## config.mk

```make
export PLATFORM = sky130hd
export DESIGN_NAME = traffic_phase_ctrl
export DESIGN_NICKNAME = d
export VERILOG_FILES = /design/src/rtl/traffic_phase_ctrl.sv
export SDC_FILE = /design/constraint.sdc
export NUM_CORES = 1
export LEC_CHECK = 0
export ABC_AREA = 1
export CORE_ASPECT_RATIO = 1.4
export CORE_MARGIN = 2
export CORE_UTILIZATION = 50
export DETAILED_ROUTE_END_ITERATION = 10
export PLACE_DENSITY = 0.86
export SLEW_MARGIN = 20
export SYNTH_ARGS = -nofsm -noshare
export SYNTH_HDL_FRONTEND = slang
export SYNTH_SLANG_ARGS = --single-unit
```

## constraint.sdc

```tcl
create_clock -name clk -period 2.1 [get_ports clk]
set_clock_uncertainty 0.15 [all_clocks]
set_input_delay 0.42 -clock clk [delete_from_list [all_inputs] [get_ports clk]]
set_output_delay 0.42 -clock clk [all_outputs]
set_load 0.05 [all_outputs]
```

## src/rtl/traffic_phase_ctrl.sv

```systemverilog
// traffic_phase_ctrl: round-robin N-way intersection phase controller with amber/all-red clearance, latched walk and emergency pre-emption
// ports: clk, reset (sync, active-high); tg = per-direction green times; ped_req, em_req/em_dir = latched requests;
//        state, dir, count, color, ped_walk, em_active, cycle_cnt = registered status for the display/timer logic
module traffic_phase_ctrl #(
  parameter int NUM_DIR = 4,
  parameter int CNT_W = 8,
  parameter int T_AMBER = 10,
  parameter int T_CLEAR = 2,
  parameter int T_WALK = 15,
  parameter int T_EMG = 20,
  parameter int DIR_W = $clog2(NUM_DIR)
) (
  input  logic                     clk,
  input  logic                     reset,
  input  logic [NUM_DIR*CNT_W-1:0] tg,
  input  logic                     ped_req,
  input  logic                     em_req,
  input  logic [DIR_W-1:0]         em_dir,
  output logic [2:0]               state,
  output logic [DIR_W-1:0]         dir,
  output logic [CNT_W-1:0]         count,
  output logic [2*NUM_DIR-1:0]     color,
  output logic                     ped_walk,
  output logic                     em_active,
  output logic [CNT_W-1:0]         cycle_cnt
);
  localparam logic [2:0] S_ALLRED = 3'd0;
  localparam logic [2:0] S_GREEN = 3'd1;
  localparam logic [2:0] S_AMBER = 3'd2;
  localparam logic [2:0] S_WALK = 3'd3;
  localparam logic [CNT_W-1:0] L_AMBER = CNT_W'(T_AMBER - 1);
  localparam logic [CNT_W-1:0] L_CLEAR = CNT_W'(T_CLEAR - 1);
  localparam logic [CNT_W-1:0] L_WALK = CNT_W'(T_WALK - 1);
  localparam logic [CNT_W-1:0] L_EMG = CNT_W'(T_EMG - 1);
  localparam logic [DIR_W-1:0] D_LAST = DIR_W'(NUM_DIR - 1);
  logic [2:0]           r_state;
  logic [DIR_W-1:0]     r_dir;
  logic [CNT_W-1:0]     r_count;
  logic                 r_em_active;
  logic [CNT_W-1:0]     r_cycle_cnt;
  logic                 r_ped;
  logic                 r_em;
  logic [DIR_W-1:0]     r_em_dir;
  logic [2*NUM_DIR-1:0] r_color;
  logic                 r_ped_walk;
  logic [2:0]           w_state;
  logic [DIR_W-1:0]     w_dir;
  logic [CNT_W-1:0]     w_count;
  logic                 w_em_active;
  logic [CNT_W-1:0]     w_cycle_cnt;
  logic                 w_ped_clr;
  logic                 w_em_clr;
  logic [2*NUM_DIR-1:0] w_color;
  logic                 w_ped_walk;
  logic [CNT_W-1:0]     w_tg;
  logic [CNT_W-1:0]     w_green_len;
  logic [DIR_W-1:0]     w_dir_inc;
  assign w_tg = tg[r_dir*CNT_W +: CNT_W];
  // a zero green time still gives one cycle of green
  assign w_green_len = (w_tg == '0) ? '0 : w_tg - 1'b1;
  assign w_dir_inc = (r_dir == D_LAST) ? '0 : r_dir + 1'b1;
  always_ff @(posedge clk) begin
    if (reset) begin
      r_state <= S_ALLRED;
      r_dir <= '0;
      r_count <= L_CLEAR;
      r_em_active <= 1'b0;
      r_cycle_cnt <= '0;
      r_ped <= 1'b0;
      r_em <= 1'b0;
      r_em_dir <= '0;
      r_color <= '0;
      r_ped_walk <= 1'b0;
    end else begin
      r_state <= w_state;
      r_dir <= w_dir;
      r_count <= w_count;
      r_em_active <= w_em_active;
      r_cycle_cnt <= w_cycle_cnt;
      r_ped <= ped_req | (r_ped & ~w_ped_clr);
      r_em <= em_req | (r_em & ~w_em_clr);
      r_color <= w_color;
      r_ped_walk <= w_ped_walk;
      if (em_req) r_em_dir <= em_dir;
    end
  end
  always_comb begin
    w_state = r_state;
    w_dir = r_dir;
    w_count = r_count - 1'b1;
    w_em_active = r_em_active;
    w_cycle_cnt = r_cycle_cnt;
    w_ped_clr = 1'b0;
    w_em_clr = 1'b0;
    case (r_state)
      S_ALLRED: begin
        if (r_count == '0) begin
          w_state = S_GREEN;
          w_count = r_em ? L_EMG : w_green_len;
          w_dir = r_em ? r_em_dir : r_dir;
          w_em_active = r_em;
          w_em_clr = r_em;
        end
      end
      S_GREEN: begin
        // an emergency for the direction already green extends it, even on its last cycle
        if (r_em && r_em_dir == r_dir) begin
          w_count = L_EMG;
          w_em_active = 1'b1;
          w_em_clr = 1'b1;
        end else if (r_count == '0 || (r_em && !r_em_active)) begin
          w_state = S_AMBER;
          w_count = L_AMBER;
        end
      end
      S_AMBER: begin
        if (r_count == '0) begin
          w_dir = w_dir_inc;
          w_cycle_cnt = r_cycle_cnt + CNT_W'(r_dir == D_LAST);
          w_em_active = 1'b0;
          w_state = r_ped ? S_WALK : S_ALLRED;
          w_count = r_ped ? L_WALK : L_CLEAR;
          w_ped_clr = r_ped;
        end
      end
      default: begin
        if (r_count == '0) begin
          w_state = S_ALLRED;
          w_count = L_CLEAR;
        end
      end
    endcase
  end
  always_comb begin
    w_color = '0;
    w_ped_walk = w_state == S_WALK;
    for (int d = 0; d < NUM_DIR; d++)
      if (w_dir == DIR_W'(d)) w_color[2*d +: 2] = w_state == S_GREEN ? 2'b01 : w_state == S_AMBER ? 2'b10 : 2'b00;
  end
  assign state = r_state;
  assign dir = r_dir;
  assign count = r_count;
  assign color = r_color;
  assign ped_walk = r_ped_walk;
  assign em_active = r_em_active;
  assign cycle_cnt = r_cycle_cnt;
endmodule

```

==> impl_metrics.yaml <==
synth:
  synth_top_flop_cell: "sky130_fd_sc_hd__dfxtp_1"
  synth-compound-area-share: 0.1099
  synthXorXnorAreaFrac: 0.03601
  mappedNetlistNets: 419
  synth_simple_gate_area_frac: 0.4574
  yosys_warnings: 0
  synth_cell_types: 41
  yosys.area.top_type: "sky130_fd_sc_hd__dfxtp_1"
  synthArstFlopShare: 0
  synthAdderAreaFrac: 0.02806
  edff_count_synth: 0
  syn_area_um2: 2675
  main_combinational_cell_family_by_area_after_synthesis: "simple AND/OR/NAND/NOR gates"
  synth.ff_latch_count: 35
  syn_avg_cell_area_um2: 7.134
  number_of_instances_in_the_synthesized_netlist: 375
  top_cells_by_instance_count_after_synthesis: "sky130_fd_sc_hd__nand2_1 (91), sky130_fd_sc_hd__inv_1 (41), sky130_fd_sc_hd__dfxtp_1 (35)"
  synth_seq_area_share: 0.2619
  synth_area_leaders: "sky130_fd_sc_hd__dfxtp_1 (26%), sky130_fd_sc_hd__nand2_1 (13%), sky130_fd_sc_hd__inv_1 (5.8%)"
  synth_top_area_share: 0.2619
  synth_most_common_cell: "sky130_fd_sc_hd__nand2_1"
  synth.area.mux_share: 0
power:
  vdd_ir_drop_max_mv: 0.5553
  cellPowerDensity_nw_per_um2: 1031
  p_leak_uw: 0.001605
timing:
  slew_viol_final: 0
  setup_repair_after_global_routing_missed_its_margin: "false"
  timing_worst_slew_pin_value_ps: 527.1
  slew_headroom: 0.6395
  maxClockFrequency_ghz: 0.5033
  fin_crit_ps: 1987
  final.setup.worst_slack_ps: 113.3
  timing.final.crit_share: 0.9461
  finalSetupViolations: 0
  finalHoldViolCount: 0
placement:
  dp_hpwl_um: 5124
  preCtsSetupSlack_ps: -134.4
  gpl_wtd_cong: 0.9013
  place.port_buffers: 68
  placedInstanceArea_um2: 3415
global_routing:
  grt-ovfl-total: 0
  first_pass_grt_wire_length_um: 10670
  antenna_found_initial: 0
  grt_max_degree: 17
  gr-usage-all-layers: 0.2221
  number_of_global_route_vias_before_repair: 2534
routing:
  first_pass_iters: 4
  ant_nets: 0
  via_count: 2641
  totalWireLength_um: 6393
  avgRoutedWirePerCell_um: 12.32
  drc: 0
  detail_route.vias_per_cell: 5.089
  detailedRoute.firstIterationViolations: 133
die:
  io_pins: 69
  floorplan.initialDensity: 0.5186
  fp.coreArea_um2: 5159
  die_h_um: 90.55
  row_count: 31
  die-width_um: 65.82
  fp.dieArea_um2: 5960
setup_path:
  critical_path_required_ps: 1530
  worst-path-buf-inv: 1
  timing.critical_path.from_type: "flip-flop"
  worstPathMaxFanout: 2
  cp_slowest_stage_delay_ps: 800
  cp_data_arrival_time_ps: 1420
  critical_path.slowest_cell: "sky130_fd_sc_hd__clkdlybuf4s50_1"
  path_class: "flip-flop to primary output"
  end_kind: "primary output"
  cell_breakdown_of_the_critical_path: "clkdlybuf4s50_1"
  worst_path_dominant_cell_family: "buffers and inverters"
cts:
  cts_htree_levels: 2
  cts-buffers-inserted: 5
  clock_sink_count: 35
  clockRootBuffer: "sky130_fd_sc_hd__clkbuf_8"
  cts_tree: "done"
  worst_skew_pair.late_latency_ps: 290
  cts_setup_buffers: 0
  cts.clk_slew.worst_paths_ps: 70
  cts_max_path_buffers: 2
cells_and_area:
  insertedDiodeCount: 0
  area_growth_pct: 31.24
  final_design_area_no_fill_um2: 3511
  final_nets: 496
  drive_above_1_share: 0.2649
run_status:
  outcome: "finished, final reports clean"
run:
  max_cap_violations: 0
hold_path:
  min_path_type: "flip-flop to flip-flop"
==> worst reg2reg max path, stage by stage (launching register included) <==
cell                      delay [ps]
sky130_fd_sc_hd__dfxtp_2         330
sky130_fd_sc_hd__inv_1            90
sky130_fd_sc_hd__ha_1            240
sky130_fd_sc_hd__nand2_4         100
sky130_fd_sc_hd__nor2_4          130
sky130_fd_sc_hd__nand3_4         140
sky130_fd_sc_hd__inv_2           160
sky130_fd_sc_hd__nand2_1          90
sky130_fd_sc_hd__o21ai_0         220
sky130_fd_sc_hd__nand2_1         100
sky130_fd_sc_hd__nand2_1          70
sky130_fd_sc_hd__nand2_1          40
==> per-layer routing <==
metal | track usage | share of wire | routed length (um) | vias up
li1 | - | - | - | 1345
met2 | 0.4116 | 0.54 | 3476 | 83
met3 | 0.02369 | 0.043 | 272 | 14
met5 | 0 | 0 | 0 | -
met1 | 0.2471 | 0.39 | 2517 | 1199
met4 | 0.09201 | 0.020 | 127 | 0
==> placed cells by master, fill, tap and decap left out, types with 8 or more instances in the layout <==
master / instances
sky130_fd_sc_hd__nand2_2: 11
sky130_fd_sc_hd__a21oi_1: 16
sky130_fd_sc_hd__nor2_4: 8
sky130_fd_sc_hd__o21ai_0: 15
sky130_fd_sc_hd__inv_2: 12
sky130_fd_sc_hd__inv_1: 41
sky130_fd_sc_hd__nand2_1: 91
sky130_fd_sc_hd__nand3_2: 13
sky130_fd_sc_hd__nor2_1: 30
sky130_fd_sc_hd__nand3_1: 20
sky130_fd_sc_hd__buf_4: 32
sky130_fd_sc_hd__clkdlybuf4s50_1: 47
sky130_fd_sc_hd__nand2_4: 9
sky130_fd_sc_hd__dfxtp_1: 32
==> power by group <==
part           internal (uW)  switching [uW]
logic                    811            1430
registers                776             115
clock network            232             254
==> state kept, by name, indices dropped and copies added, names as in the netlist <==
| name | flops |
|---|---|
| state | 3 |
| cycle_cnt | 8 |
| ped_walk | 1 |
| em_active | 1 |
| dir | 2 |
| r_ped | 1 |
| count | 8 |
| color | 8 |
| r_em_dir | 2 |
| r_em | 1 |
==> path summary, 6_finish.rpt <==
| path | startpoint | end | cells past startpoint | slack, ps |
|---|---|---|---|---|
| hold reg to reg | cycle_cnt[0]$_SDFFE_PP0P_ | cycle_cnt[0]$_SDFFE_PP0P_ | 2 | 340 |
| setup reg to reg | count[0]$_SDFF_PP1_ | count[0]$_SDFF_PP1_ | 11 | 160 |
| hold / removal | cycle_cnt[0]$_SDFFE_PP0P_ | cycle_cnt[0]$_SDFFE_PP0P_ | 2 | 340 |
| setup / recovery | cycle_cnt[7]$_SDFFE_PP0P_ | cycle_cnt[7] | 1 | 110 |
==> cells by family after synthesis <==
logic type | after synthesis
buffers and inverters | 64
flip-flops | 35
adder cells (fa/ha/maj) | 6
AND/OR/NAND/NOR | 213
AO/OA/AOI/OAI | 46
XOR/XNOR | 11
==> final cells by class <==
class / count / area (um^2)
clock buffers: 6 / 72.57
clock inverters: 2 / 12.51
fillers: 429 / 1648
inverters: 54 / 205.2
multi-input cells: 276 / 1700
flip-flops and latches: 35 / 706.9
well taps: 66 / 82.58
repair buffers: 80 / 730.7
==> through the flow <==
stage | instances | power, uW | TNS (ps) | util | hold WS (ps)
floorplan | 375 | 2540 | 0 | - | 324.5
global placement | 511 | 3061 | -447.9 | 0.6619 | 326.3
detailed placement | 511 | 3108 | -873.8 | 0.6619 | 335.4
CTS | 519 | 3599 | 0 | 0.6784 | 345.8
global route | 519 | 3841 | 0 | 0.6806 | 373.1
finish | 519 | 3620 | 0 | 0.6806 | 341.7
==> repair_timing <==
item | 4_1_cts | 5_1_grt
endpoints found under the hold margin | 0 | 0
hold buffers | 0 | 0
resized for setup | 0 | 2
setup endpoints to repair | 0 | 4
No activity file was read; power rests on OpenSTA's default activity.
